`src/rtl/packer_pkg.sv`:
```
// Shared types and sizing constants for the nibble packer.
package packer_pkg;

   // FILL issues reads, HOLD parks a full accumulator, DRAIN finishes a flush.
   typedef enum logic [1:0] {
      FILL  = 2'd0,
      HOLD  = 2'd1,
      DRAIN = 2'd2
   } packer_state_t;

   // Largest legal entries-per-word; the counter is sized so any legal NUM_NIB fits.
   localparam int NUM_NIB_MAX = 8;
   localparam int NIB_CNT_W   = $clog2(NUM_NIB_MAX + 1);

   // Width of the accepted-handshake counter (wraps naturally).
   localparam int WORD_CNT_W  = 8;

endpackage

```
`src/rtl/packer_out_stage.sv`:
```
// One-word output register with valid/ready, partial flag, handshake counter
// and, when PACKER_PARITY_EN is defined, a registered parity bit.
module packer_out_stage
   import packer_pkg::*;
#(
   parameter int WORD_W = 16
) (
   input  logic                  clk_b,
   input  logic                  rst,
   input  logic                  i_load,
   input  logic [WORD_W-1:0]     i_load_data,
   input  logic                  i_load_partial,
   input  logic                  i_ready,
   output logic                  o_valid,
   output logic [WORD_W-1:0]     o_data,
   output logic                  o_partial,
`ifdef PACKER_PARITY_EN
   output logic                  o_parity,
`endif
   output logic [WORD_CNT_W-1:0] o_count
);

   logic                  r_valid;
   logic [WORD_W-1:0]     r_data;
   logic                  r_partial;
   logic [WORD_CNT_W-1:0] r_count;

   // Load a new word (the producer only loads when empty or handing off),
   // otherwise drop valid once the consumer takes the word.
   always_ff @(posedge clk_b) begin
      if (rst) begin
         r_valid   <= 1'b0;
         r_data    <= '0;
         r_partial <= 1'b0;
         r_count   <= '0;
      end else begin
         if (i_load) begin
            r_valid   <= 1'b1;
            r_data    <= i_load_data;
            r_partial <= i_load_partial;
         end else if (i_ready) begin
            r_valid   <= 1'b0;
         end
         if (r_valid && i_ready) begin
            r_count <= r_count + 1'b1;
         end
      end
   end

`ifdef PACKER_PARITY_EN
   logic r_parity;

   // Parity travels with the word so it is always consistent with o_data.
   always_ff @(posedge clk_b) begin
      if (rst) begin
         r_parity <= 1'b0;
      end else if (i_load) begin
         r_parity <= ^i_load_data;
      end
   end

   assign o_parity = r_parity;
`endif

   assign o_valid   = r_valid;
   assign o_data    = r_data;
   assign o_partial = r_partial;
   assign o_count   = r_count;

endmodule

```
`src/rtl/fifo_nibble_packer.sv`:
```
// Read-side FIFO consumer: packs NUM_NIB entries into one word, with flush
// of zero-padded partial words. Optional parity output: PACKER_PARITY_EN.
module fifo_nibble_packer
   import packer_pkg::*;
#(
   parameter int DATA_W    = 4,
   parameter int NUM_NIB   = 4,
   parameter bit MSB_FIRST = 1'b1
) (
   input  logic                      clk_b,
   input  logic                      rst,
   input  logic                      fifo_empty_i,
   input  logic [DATA_W-1:0]         rd_data_i,
   output logic                      rd_en_o,
   input  logic                      flush_i,
   input  logic                      word_ready_i,
   output logic                      word_valid_o,
   output logic [DATA_W*NUM_NIB-1:0] word_data_o,
   output logic                      word_partial_o,
`ifdef PACKER_PARITY_EN
   output logic                      word_parity_o,
`endif
   output logic [WORD_CNT_W-1:0]     word_count_o
);

   localparam int WORD_W = DATA_W * NUM_NIB;

   packer_state_t          r_state, w_state_next;
   logic [NIB_CNT_W-1:0]   r_nib_cnt;
   logic                   r_inflight;
   logic [WORD_W-1:0]      r_acc;

   logic [NIB_CNT_W-1:0]   w_cnt_after;
   logic [NIB_CNT_W-1:0]   w_pos;
   logic [WORD_W-1:0]      w_acc_after;
   logic                   w_full;
   logic                   w_out_valid;
   logic                   w_out_free;
   logic                   w_slot_free;
   logic                   w_load;
   logic                   w_load_partial;
   logic                   w_clear;

   // Count and accumulator as they will stand after this cycle's capture.
   assign w_cnt_after = r_nib_cnt + NIB_CNT_W'(r_inflight);
   assign w_full      = (w_cnt_after == NIB_CNT_W'(NUM_NIB));
   assign w_pos       = MSB_FIRST ? (NIB_CNT_W'(NUM_NIB - 1) - r_nib_cnt) : r_nib_cnt;

   genvar gi;
   generate
      for (gi = 0; gi < NUM_NIB; gi++) begin : g_slot
         assign w_acc_after[gi*DATA_W +: DATA_W] =
            (r_inflight && (w_pos == NIB_CNT_W'(gi))) ? rd_data_i
                                                      : r_acc[gi*DATA_W +: DATA_W];
      end
   endgenerate

   // A read may issue if its entry has a slot, or if the entry in flight
   // completes the word and that word can leave at the same edge.
   assign w_out_free  = ~w_out_valid | word_ready_i;
   assign w_slot_free = (w_cnt_after < NIB_CNT_W'(NUM_NIB)) |
                        (r_inflight & w_full & w_out_free);
   assign rd_en_o     = ~rst & ~fifo_empty_i & (r_state == FILL) & w_slot_free;

   // Next-state and word-load decisions.
   always_comb begin
      w_state_next   = r_state;
      w_load         = 1'b0;
      w_load_partial = 1'b0;
      w_clear        = 1'b0;
      case (r_state)
         FILL: begin
            if (r_inflight && w_full) begin
               if (w_out_free) begin
                  w_load  = 1'b1;
                  w_clear = 1'b1;
                  if (flush_i) w_state_next = DRAIN;
               end else begin
                  w_state_next = HOLD;
               end
            end else if (flush_i) begin
               w_state_next = DRAIN;
            end
         end
         HOLD: begin
            if (w_out_free) begin
               w_load       = 1'b1;
               w_clear      = 1'b1;
               w_state_next = FILL;
            end
         end
         DRAIN: begin
            if (r_inflight && w_full) begin
               // Late entry filled the word: it leaves as a normal full word.
               if (w_out_free) begin
                  w_load       = 1'b1;
                  w_clear      = 1'b1;
                  w_state_next = FILL;
               end else begin
                  w_state_next = HOLD;
               end
            end else if (!r_inflight) begin
               if (r_nib_cnt == '0) begin
                  w_state_next = FILL;
               end else if (w_out_free) begin
                  w_load         = 1'b1;
                  w_load_partial = 1'b1;
                  w_clear        = 1'b1;
                  w_state_next   = FILL;
               end
            end
         end
         default: w_state_next = FILL;
      endcase
   end

   // State, accumulator and in-flight tracking; reset discards any partial word.
   always_ff @(posedge clk_b) begin
      if (rst) begin
         r_state    <= FILL;
         r_nib_cnt  <= '0;
         r_inflight <= 1'b0;
         r_acc      <= '0;
      end else begin
         r_state    <= w_state_next;
         r_inflight <= rd_en_o;
         r_nib_cnt  <= w_clear ? '0 : w_cnt_after;
         r_acc      <= w_clear ? '0 : w_acc_after;
      end
   end

   packer_out_stage #(
      .WORD_W (WORD_W)
   ) u_out_stage (
      .clk_b          (clk_b),
      .rst            (rst),
      .i_load         (w_load),
      .i_load_data    (w_acc_after),
      .i_load_partial (w_load_partial),
      .i_ready        (word_ready_i),
      .o_valid        (w_out_valid),
      .o_data         (word_data_o),
      .o_partial      (word_partial_o),
`ifdef PACKER_PARITY_EN
      .o_parity       (word_parity_o),
`endif
      .o_count        (word_count_o)
   );

   assign word_valid_o = w_out_valid;

endmodule

```
`config.mk`:
```
export PLATFORM = sky130hd
export DESIGN_NAME = fifo_nibble_packer
export DESIGN_NICKNAME = d
export VERILOG_FILES = /design/src/rtl/packer_pkg.sv /design/src/rtl/packer_out_stage.sv /design/src/rtl/fifo_nibble_packer.sv
export SDC_FILE = /design/constraint.sdc
export NUM_CORES = 1
export LEC_CHECK = 0
export BUFFER_PORTS_ARGS = -buffer_cell sky130_fd_sc_hd__buf_2
export CORE_MARGIN = 10
export CORE_UTILIZATION = 56
export DETAILED_ROUTE_END_ITERATION = 10
export GPL_TIMING_DRIVEN = 0
export PLACE_DENSITY = 0.78
export SYNTH_ARGS = -nofsm -noshare
export SYNTH_HDL_FRONTEND = slang
export SYNTH_SLANG_ARGS = --single-unit
```
`constraint.sdc`:
```
create_clock -name clk_b -period 2.9 [get_ports clk_b]
set_input_delay 0.29 -clock clk_b [delete_from_list [all_inputs] [get_ports clk_b]]
set_output_delay 0.29 -clock clk_b [all_outputs]
set_load 0.02 [all_outputs]
```
==> results by group, run 1 <==
GRT
  • Grt ovf: 0
  • Global-route wire length before repair: 8.52 mm
  • GRT Total Usage: 14.1%
  • Largest net degree at the start of global routing: 16
  • Antenna violations before repair: 0
  • Vias in the first global route: 1784

Die
  • Initial Util: 57.4%
  • Core Region: 3940 µm²
  • Die area: 6990 µm²
  • I/O pin total: 36
  • Row Count: 23
  • Die width: 83.6 µm
  • Chip Height: 83.6 µm

Critical path
  • Critical Path AT: 2.25 ns
  • Startpoint Class: flip-flop
  • Reg2reg setup slack: 0.59 ns
  • RR Endpoint: u_out_stage.o_data[11]
  • Critical path class: flip-flop to output port
  • Setup crit end kind: output port
  • Reg2reg start: r_inflight
  • Worst path required time: 2.61 ns
  • CP Max Fanout: 4
  • R2R depth: 8

Power
  • Comb pwr share: 8.0%
  • P_leak: 0.00103 µW
  • Seq pwr share: 58.4%
  • Internal power: 879 µW
  • Switching Fraction: 25.2%
  • Tot Pwr: 1170 µW
  • Clock Power Share: 33.6%
  • P_sw: 296 µW
  • Max VDD drop: 0.336 mV
  • P per Cell Area: 455 nW/µm²

Worst hold path
  • Min-delay src: fifo_empty_i
  • Worst hold stages: 3
  • Hold Path End: r_inflight
  • Hold Path Class: input pin to flip-flop

Clock network
  • Reg clk slew, reported paths: 0.09 ns
  • Postcts setup bufs: 0
  • Post_cts resized: 0
  • Worst-Skew Late Latency: 0.30 ns
  • Hold Buf Count CTS: 0
  • CTS tree: yes
  • Total CTS buffers: 5
  • Sink Count: 49
  • Maximum buffer depth of the clock tree: 2
  • Root Buffer: clkbuf_8
  • H-tree Lvls: 2

Drt
  • Antenna-violating nets left: 0
  • DR vias: 1854
  • Routed wire length: 5.02 mm
  • Detailed Route Iter0 Violations: 107
  • Vias per cell: 5.72
  • DR WL/cell: 15.5 µm
  • 1st-pass router iterations: 4
  • # DRC: 0

Synth
  • Count of cell types in the netlist: 46
  • Sequential area share after synthesis: 43.3%
  • Mapped cell area: 2260 µm²
  • Post-synth EDFFs: 0
  • YS warnings: 0
  • Syn nets: 244
  • Synth top area cells: dfxtp_1 43%, mux2_4 6.0%, a211oi_1 5.6%, nor2b_1 4.7%, a21oi_1 3.8%
  • Number of synthesized register bits: 49
  • Post-synth top cells: 49 x dfxtp_1, 17 x a211oi_1, 17 x a21oi_1, 17 x nor2b_1
  • Mapped Cells: 232
  • Synth Area per Inst: 9.76 µm²
  • Synth area leader: dfxtp_1
  • Top_reg_cell synth: dfxtp_1
  • Count leader, synth: dfxtp_1
  • FFs w/ async S/R, synth: 0%
  • Synth top area share: 43.3%

Finish
  • Area occupied by multi-input gates: 1180 µm²
  • Sequential cell area: 981 µm²
  • Final cell utilization of the core: 65.5%
  • Fillcell total: 326
  • Fin cells: 324
  • Synthesis-to-layout area growth: 14.1%
  • Diodes inserted: 0
  • Share of cells above drive strength 1: 23.4%
  • Design Area, Final: 2580 µm²
  • Nets@finish: 285

Run
  • # Max-Cap Violations: 0

Timing
  • Worst Tran Pin Value: 0.708 ns
  • RSZ-0062 raised after global routing: false
  • Fin crit share: 87.5%
  • Final Hold Viols: 0
  • Final max-slew violation count: 0
  • Final setup TNS: 0 ns
  • Max Freq: 0.394 GHz
  • Endpoints failing setup: 0
  • Post-layout minimum cycle time: 2.54 ns
  • Slew margin rel.: 52.7%
  • Clock skew: 0.00360 ns

Place
  • Post-Place Cell Area: 2500 µm²
  • Routability Congestion: 0.823
  • Placed cell count: 316
  • Number of port buffers: 34
  • Hpwl dp: 3.68 mm

Status
  • Status: finished clean
==> per-stage QoR <==
stage | worst slack (ns) | hold slack (ns)
3_3_place_gp | 0.634 | 0.479
2_1_floorplan | 0.802 | 0.466
3_5_place_dp | 0.610 | 0.485
4_1_cts | 0.357 | 0.237
6_report | 0.363 | 0.242
5_1_grt | 0.210 | 0.238
==> layout make-up <==
type                       instances  area share [%]
clock buffer                       5            2.66
sequential                        49            38.0
buffer                            19            4.02
tap                               50            2.42
multi-input combinational        163            45.5
inverter                           1           0.145
timing repair buffer              34            6.59
clock inverter                     3           0.678
==> cells by family (layout without fill, tap and decap cells) <==
| family | after synthesis | in the layout | share of synthesized area [%] |
|---|---|---|---|
| xor gates and xnor gates | 9 | 9 | 3.48 |
| and+or+nand+nor | 73 | 73 | 19.3 |
| muxes | 17 | 17 | 9.89 |
| AOI/OAI and AO/OA | 61 | 61 | 17.6 |
| buffers and inverters | 20 | 62 | 4.75 |
| DFF | 49 | 49 | 43.3 |
| adders and majority gates | 3 | 3 | 1.66 |
==> critical path, cell delays in order (launching register included) <==
cell and delay, ns:
dfxtp_1 0.41, ha_1 0.24, ha_1 0.25, nor2_1 0.24, a31oi_1 0.12, nor4b_1 0.34, o21a_1 0.18, buf_2 0.16
==> worst max path at each step <==
| stage | depth (start not counted) | slack, ns | endpoint | from |
|---|---|---|---|---|
| 6_report | 7 | 0.36 | rd_en_o | r_inflight |
| 5_1_grt | 7 | 0.21 | rd_en_o | r_inflight |
| 4_1_cts | 7 | 0.36 | rd_en_o | r_inflight |
| 3_5_place_dp | 8 | 0.61 | u_out_stage.o_data[11] | r_inflight |
| 3_3_place_gp | 8 | 0.63 | u_out_stage.o_data[13] | r_inflight |
| 2_1_floorplan | 8 | 0.80 | u_out_stage.o_data[10] | r_inflight |
==> power by group through the flow <==
stage	combinational, µW	sequential [µW]	clock (µW)
5_1_grt	103	688	433
4_1_cts	93.5	686	404
3_3_place_gp	92.2	702	0
3_5_place_dp	93.1	702	0
6_report	93.8	686	395
2_1_floorplan	63.7	702	0
==> metal layers <==
layer  up-vias  global-route usage [%]  share of wire [%]
met4         0                    4.57                1.3
met3         6                    2.83                3.9
met2        42                    23.9                 48
li1        928                       -                  -
met1       878                    17.3                 47
met5         -                       0                  0
==> state kept, by name, summed over array words and instances, names as in the netlist <==
register and count:
r_acc 16, u_out_stage.o_data 16, u_out_stage.o_count 8, r_nib_cnt 4, r_state 2, r_inflight 1
u_out_stage.o_partial 1, u_out_stage.o_valid 1
==> layout by cell type (no fill, tap or decap), types with 2 or more instances in the layout <==
| cell type | netlist | routed |
|---|---|---|
| a211oi_1 | 17 | 17 |
| a21oi_1 | 17 | 17 |
| a31oi_1 | 2 | 2 |
| and3_1 | 2 | 2 |
| buf_2 | 1 | 35 |
| buf_6 | 2 | 2 |
| clkbuf_1 | 14 | 14 |
| clkbuf_8 | 0 | 5 |
| clkinv_2 | 0 | 2 |
| dfxtp_1 | 49 | 49 |
| ha_1 | 3 | 3 |
| mux2_1 | 3 | 3 |
| mux2_2 | 4 | 4 |
| mux2_4 | 9 | 9 |
| nand2_1 | 4 | 4 |
| nand2b_1 | 4 | 4 |
| nand3_1 | 16 | 16 |
| nand4_1 | 4 | 4 |
| nor2_1 | 10 | 10 |
| nor2b_1 | 17 | 17 |
| nor3b_1 | 2 | 2 |
| nor4_1 | 2 | 2 |
| o21a_1 | 2 | 2 |
| o21ai_0 | 16 | 16 |
| o32ai_1 | 2 | 2 |
| xnor2_1 | 2 | 2 |
| xor2_1 | 7 | 7 |
No activity file was read; power rests on OpenSTA's default activity.
==> inputs of run 2 (changes only) <==
Settings changed: GPL_TIMING_DRIVEN 0 to unset, RECOVER_POWER set to 25.
==> results by group, run 2 (synthesis results as in run 1) <==
Finish
  • Share of cells above drive strength 1: 19.2%
  • Diodes inserted: 0
  • Nets@finish: 272
  • Most common cell after layout, fill and taps aside: dfxtp_1
  • Design Area, Final: 2520 µm²
  • Synthesis-to-layout area growth: 11.4%
  • Fin cells: 311
  • Commonest non-fill, non-tap cells in the layout: 48 x dfxtp_1, 18 x clkbuf_1

Timing
  • Max Freq: 0.389 GHz
  • Clock skew: 0.00603 ns
  • RSZ-0062 raised after global routing: false
  • Endpoints failing setup: 0
  • Post-layout minimum cycle time: 2.57 ns
  • Slew margin rel.: 32.2%
  • Final max-slew violation count: 0
  • Fin crit share: 88.6%
  • Worst Tran Pin Value: 1.02 ns
  • Final Hold Viols: 0
  • Final setup TNS: 0 ns

Power
  • Seq pwr share: 56.9%
  • Comb pwr share: 7.1%
  • P_leak: 0.000951 µW
  • Switching Fraction: 23.5%
  • Clock Power Share: 36.0%
  • P_sw: 285 µW
  • Max VDD drop: 0.308 mV
  • P per Cell Area: 479 nW/µm²
  • Internal power: 925 µW

GRT
  • Largest net degree at the start of global routing: 56
  • Met3 global-route usage: 3.71%
  • Grt ovf: 0
  • Top Usage Layer GRT: met2
  • GR Layer Usage met1: 16.7%
  • GRT Total Usage: 13.8%
  • Global-route wire length before repair: 8.39 mm
  • Vias in the first global route: 1809
  • Antenna violations before repair: 0
  • GR Util met2: 22.5%

Critical path
  • Startpoint Class: flip-flop
  • Cells along the critical path: ha_1 > ha_1 > nor2_1 > a31oi_1 > nor4b_1 > o21a_1 > buf_2
  • CP dominant cell by count: ha_1
  • Slowest cell delay on critical path: 0.45 ns
  • Worst path required time: 2.61 ns
  • CP Max Fanout: 13
  • Slowest-stage cell, CP: dfxtp_2
  • Critical path class: flip-flop to output port
  • Reg2reg setup slack: 0.35 ns
  • Critical Path AT: 2.28 ns
  • Setup crit end kind: output port

Place
  • Number of port buffers: 35
  • Placed cell count: 303
  • Hpwl dp: 3.30 mm
  • Post-Place Cell Area: 2440 µm²
  • Routability Congestion: 0.753

Clock network
  • Postcts setup bufs: 0
  • CTS tree: yes
  • Total CTS buffers: 5
  • Maximum buffer depth of the clock tree: 2
  • Reg clk slew, reported paths: 0.09 ns
  • Worst-Skew Late Latency: 0.30 ns
  • Root Buffer: clkbuf_8
  • Sink Count: 49
  • H-tree Lvls: 2

Die
  • Die area: 6990 µm²
  • Chip Height: 83.6 µm
  • Initial Util: 57.4%
  • I/O pin total: 36
  • Row Count: 23
  • Die width: 83.6 µm
  • Core Region: 3940 µm²

Drt
  • DR vias: 1803
  • # DRC: 0
  • Antenna-violating nets left: 0
  • 1st-pass router iterations: 4
  • Routed wire length: 4.72 mm
  • Vias per cell: 5.80
  • DR WL/cell: 15.2 µm
  • Detailed Route Iter0 Violations: 149

Worst hold path
  • Hold Path Class: input pin to flip-flop

Run
  • # Max-Cap Violations: 0

Status
  • Status: finished clean
==> run 2: cell types whose count changed in the layout (fill, tap and decap cells not counted), moves of 2 or more <==
cell,before,now
buf_4,0,5
buf_6,2,0
clkbuf_1,14,18
buf_2,35,17
clkbuf_8,5,7
==> run 2: metal layers <==
| metal | vias to the layer above | wire [µm] |
|---|---|---|
| met2 | 30 | 2310 |
| met1 | 852 | 2190 |
| met4 | 0 | 73 |
| met5 | - | 0 |
| met3 | 8 | 152 |
| li1 | 913 | - |
==> run 2: cell type report <==
cell class	instances	area, µm²
fill	312	1420
multi-input combinational	163	1180
sequential	49	982
timing repair buffer	40	190
clock buffer	7	96.3
tap	50	62.6
clock inverter	1	5.00
inverter	1	3.75
==> run 2: power groups by stage <==
stage	Clock, µW	Combinational (µW)	Sequential, µW
2_1_floorplan	0	63.7	702
3_3_place_gp	0	85.7	703
3_5_place_dp	0	85.9	703
4_1_cts	446	86.9	688
5_1_grt	468	96.7	689
6_report	435	86.5	688
==> run 2: final timing paths <==
check / from / endpoint / cells past startpoint
worst min register to register: u_out_stage.o_partial / u_out_stage.o_partial / 2
worst max register to register: r_inflight / u_out_stage.o_data[3] / 6
worst max-delay path: r_inflight / rd_en_o / 7
worst min-delay path: fifo_empty_i / r_inflight / 3
==> run 2: worst max-delay path, delay by kind of cell (launching register included) <==
kind | cells | cell delay [ns]
AO/OA/AOI/OAI | 2 | 0.30
flip-flops | 1 | 0.45
adder cells (fa/ha/maj) | 2 | 0.50
AND/OR/NAND/NOR | 2 | 0.58
buffers and inverters | 1 | 0.15
==> run 2: timing repair <==
| action | in CTS | in global routing |
|---|---|---|
| resized for setup | 0 | 1 |
| hold buffers | 0 | 0 |
| endpoints found under the setup margin | 0 | 1 |
==> run 2: through the flow <==
step | setup WS, ns | power [µW] | hold WS, ns | util [%]
finish | 0.331 | 1210 | 0.262 | 64.0
global route | 0.0741 | 1250 | 0.284 | 64.0
CTS | 0.156 | 1220 | 0.258 | 64.6
detailed placement | 0.209 | 789 | 0.484 | 62.0
global placement | 0.324 | 789 | 0.476 | 62.0
floorplan | 0.802 | 766 | 0.466 | -
==> inputs of run 3 (changes only) <==
--- a/config.mk
+++ b/config.mk
@@ -8,9 +8,11 @@
 export BUFFER_PORTS_ARGS = -buffer_cell sky130_fd_sc_hd__buf_2
 export CORE_MARGIN = 10
-export CORE_UTILIZATION = 56
+export CORE_UTILIZATION = 58
+export CTS_BUF_LIST = sky130_fd_sc_hd__clkbuf_8
 export DETAILED_ROUTE_END_ITERATION = 10
-export PLACE_DENSITY = 0.78
+export PLACE_DENSITY = 0.81
 export RECOVER_POWER = 25
 export SYNTH_ARGS = -nofsm -noshare
 export SYNTH_HDL_FRONTEND = slang
+export SYNTH_HIERARCHICAL = 1
 export SYNTH_SLANG_ARGS = --single-unit
==> constraint.sdc (replaced) <==
create_clock -name clk_b -period 2.9 [get_ports clk_b]
set_input_delay 0.145 -clock clk_b [delete_from_list [all_inputs] [get_ports clk_b]]
set_output_delay 0.145 -clock clk_b [all_outputs]
set_load 0.02 [all_outputs]
==> results by group, run 3 <==
Synth
  • Synth top area share: 43.9%
  • Mapped cell area: 2230 µm²
  • Post-synth EDFFs: 0
  • Synth Area per Inst: 10.3 µm²
  • Synth Area in XOR/XNOR: 1.57%
  • YS warnings: 6
  • Synth Area in Adders: 1.68%
  • Mapped Cells: 216
  • Top_reg_cell synth: dfxtp_1
  • Synth top area cells: dfxtp_1 44%, mux2i_1 8.1%, mux2_2 8.1%, nor3b_2 5.0%, nor2_1 4.7%
  • Number of synthesized register bits: 49
  • FFs w/ async S/R, synth: 0%
  • Synth area leader: dfxtp_1
  • Post-synthesis compound-gate area fraction: 7.79%
  • Count of cell types in the netlist: 40
  • Syn nets: 228
  • Count leader, synth: dfxtp_1
  • Multiplexer area fraction after synthesis: 16.1%
  • Simple-gate share of the synthesized area: 24.3%
  • Post-synth top cells: 49 x dfxtp_1, 28 x nor2_1, 18 x mux2i_1, 16 x mux2_2, 10 x nand2_1
  • Sequential area share after synthesis: 43.9%
  • Largest family of logic cells by synthesized area: simple AND/OR/NAND/NOR gates

GRT
  • Largest net degree at the start of global routing: 31
  • Grt ovf: 0
  • Global-route wire length before repair: 7.62 mm
  • Vias in the first global route: 1607
  • GRT Total Usage: 14.4%
  • Antenna violations before repair: 0

Finish
  • Diodes inserted: 0
  • Design Area, Final: 2480 µm²
  • Commonest non-fill, non-tap cells in the layout: 49 x dfxtp_1, 28 x nor2_1, 19 x clkbuf_1
  • Synthesis-to-layout area growth: 11.0%
  • Fin cells: 297
  • Nets@finish: 260
  • Share of cells above drive strength 1: 24.5%
  • Fillcell total: 309
  • Most common cell after layout, fill and taps aside: dfxtp_1

Critical path
  • Critical Path AT: 2.71 ns
  • Critical path class: flip-flop to flip-flop
  • Startpoint Class: flip-flop
  • Worst path required time: 3.08 ns
  • CP Max Fanout: 18
  • Setup crit end kind: flip-flop

Timing
  • Worst Tran Pin Value: 0.734 ns
  • Slew margin rel.: 51.1%
  • Max Freq: 0.396 GHz
  • Final Hold Viols: 0
  • Fin crit share: 87.1%
  • Final setup TNS: 0 ns
  • Post-layout minimum cycle time: 2.53 ns
  • Endpoints failing setup: 0
  • Final max-slew violation count: 0
  • RSZ-0062 raised after global routing: false
  • Clock skew: 0.0107 ns

Die
  • Chip Height: 82.1 µm
  • I/O pin total: 36
  • Die width: 82.1 µm
  • Core Region: 3690 µm²
  • Die area: 6730 µm²
  • Initial Util: 60.5%
  • Row Count: 22

Clock network
  • CTS tree: yes
  • Reg clk slew, reported paths: 0.09 ns
  • Maximum buffer depth of the clock tree: 2
  • Total CTS buffers: 5
  • H-tree Lvls: 2
  • Post_cts resized: 0
  • Root Buffer: clkbuf_8
  • Postcts setup bufs: 0
  • Sink Count: 49
  • Worst-Skew Late Latency: 0.30 ns
  • Hold Buf Count CTS: 0

Place
  • Placed cell count: 289
  • Routability Congestion: 0.874
  • Hpwl dp: 3.21 mm
  • Post-Place Cell Area: 2420 µm²
  • Number of port buffers: 35

Power
  • Switching Fraction: 24.4%
  • P_leak: 0.000913 µW
  • Clock Power Share: 34.0%
  • Max VDD drop: 0.333 mV
  • P per Cell Area: 470 nW/µm²
  • Comb pwr share: 6.9%
  • Internal power: 881 µW
  • Seq pwr share: 59.1%
  • P_sw: 285 µW

Worst hold path
  • Hold Path Class: input pin to flip-flop

Drt
  • DR WL/cell: 15.5 µm
  • Vias per cell: 5.57
  • DR vias: 1653
  • # DRC: 0
  • 1st-pass router iterations: 4
  • Detailed Route Iter0 Violations: 105
  • Antenna-violating nets left: 0
  • Routed wire length: 4.60 mm

Run
  • # Max-Cap Violations: 0

Status
  • Status: finished clean
[run 3: kinds of logic (layout without fill, tap and decap cells)]
kind of cell / count (synthesis) / in the layout
flops: 49 / 49
buf+inv: 17 / 50
fa+ha+maj: 3 / 3
xor+xnor: 4 / 4
simple gates: 85 / 85
compound gates: 24 / 24
mux: 34 / 34
[run 3: worst paths after layout]
path                          startpoint                endpoint  slack, ns  cells after the start
setup / recovery              r_inflight   u_out_stage/o_data[8]       0.37                      9
hold / removal              fifo_empty_i              r_inflight       0.11                      3
setup reg to reg              r_inflight   u_out_stage/o_data[8]       0.37                      9
hold reg to reg   u_out_stage/o_count[7]  u_out_stage/o_count[7]       0.49                      2
[run 3: per-stage QoR]
step                      utilization [%]  power [µW]  hold WS, ns  worst slack, ns
after floorplan                         -         763        0.224            0.397
after detailed placement             65.5         784        0.428            0.403
after global routing                 67.2        1210        0.111            0.221
after CTS                            67.9        1170        0.105            0.390
after global placement               65.5         782        0.420            0.520
final                                67.2        1170        0.107            0.375
[run 3: power by group through the flow]
stage | combinational [µW] | sequential, µW | clock (µW)
2_1_floorplan | 59.4 | 703 | 0
3_3_place_gp | 78.6 | 703 | 0
3_5_place_dp | 80.1 | 704 | 0
4_1_cts | 81.2 | 689 | 401
5_1_grt | 87.7 | 691 | 431
6_report | 80.3 | 689 | 396
[run 3: worst max-delay path: stages (launching register included)]
cell	delay, ns
dfxtp_1	0.50
ha_1	0.28
ha_1	0.28
or2_2	0.19
nand4_4	0.14
o31a_1	0.34
a21oi_2	0.19
buf_12	0.19
mux2i_1	0.23
nor2_1	0.05
[run 3: layout make-up]
| cell class | count | area [µm²] | area share (%) |
|---|---|---|---|
| clock buffer | 5 | 68.8 | 2.77 |
| clock inverter | 3 | 18.8 | 0.757 |
| inverter | 5 | 18.8 | 0.757 |
| multi-input combinational | 150 | 1150 | 46.5 |
| sequential | 49 | 981 | 39.6 |
| tap | 48 | 60.1 | 2.42 |
| timing repair buffer | 37 | 179 | 7.21 |
[run 3: layer usage]
layer / up-vias / track usage [%] / routed length (µm)
met2: 42 / 22.5 / 2160
met5: - / 0 / 0
li1: 826 / - / -
met4: 0 / 4.93 / 53
met3: 6 / 5.24 / 277
met1: 779 / 17.8 / 2110
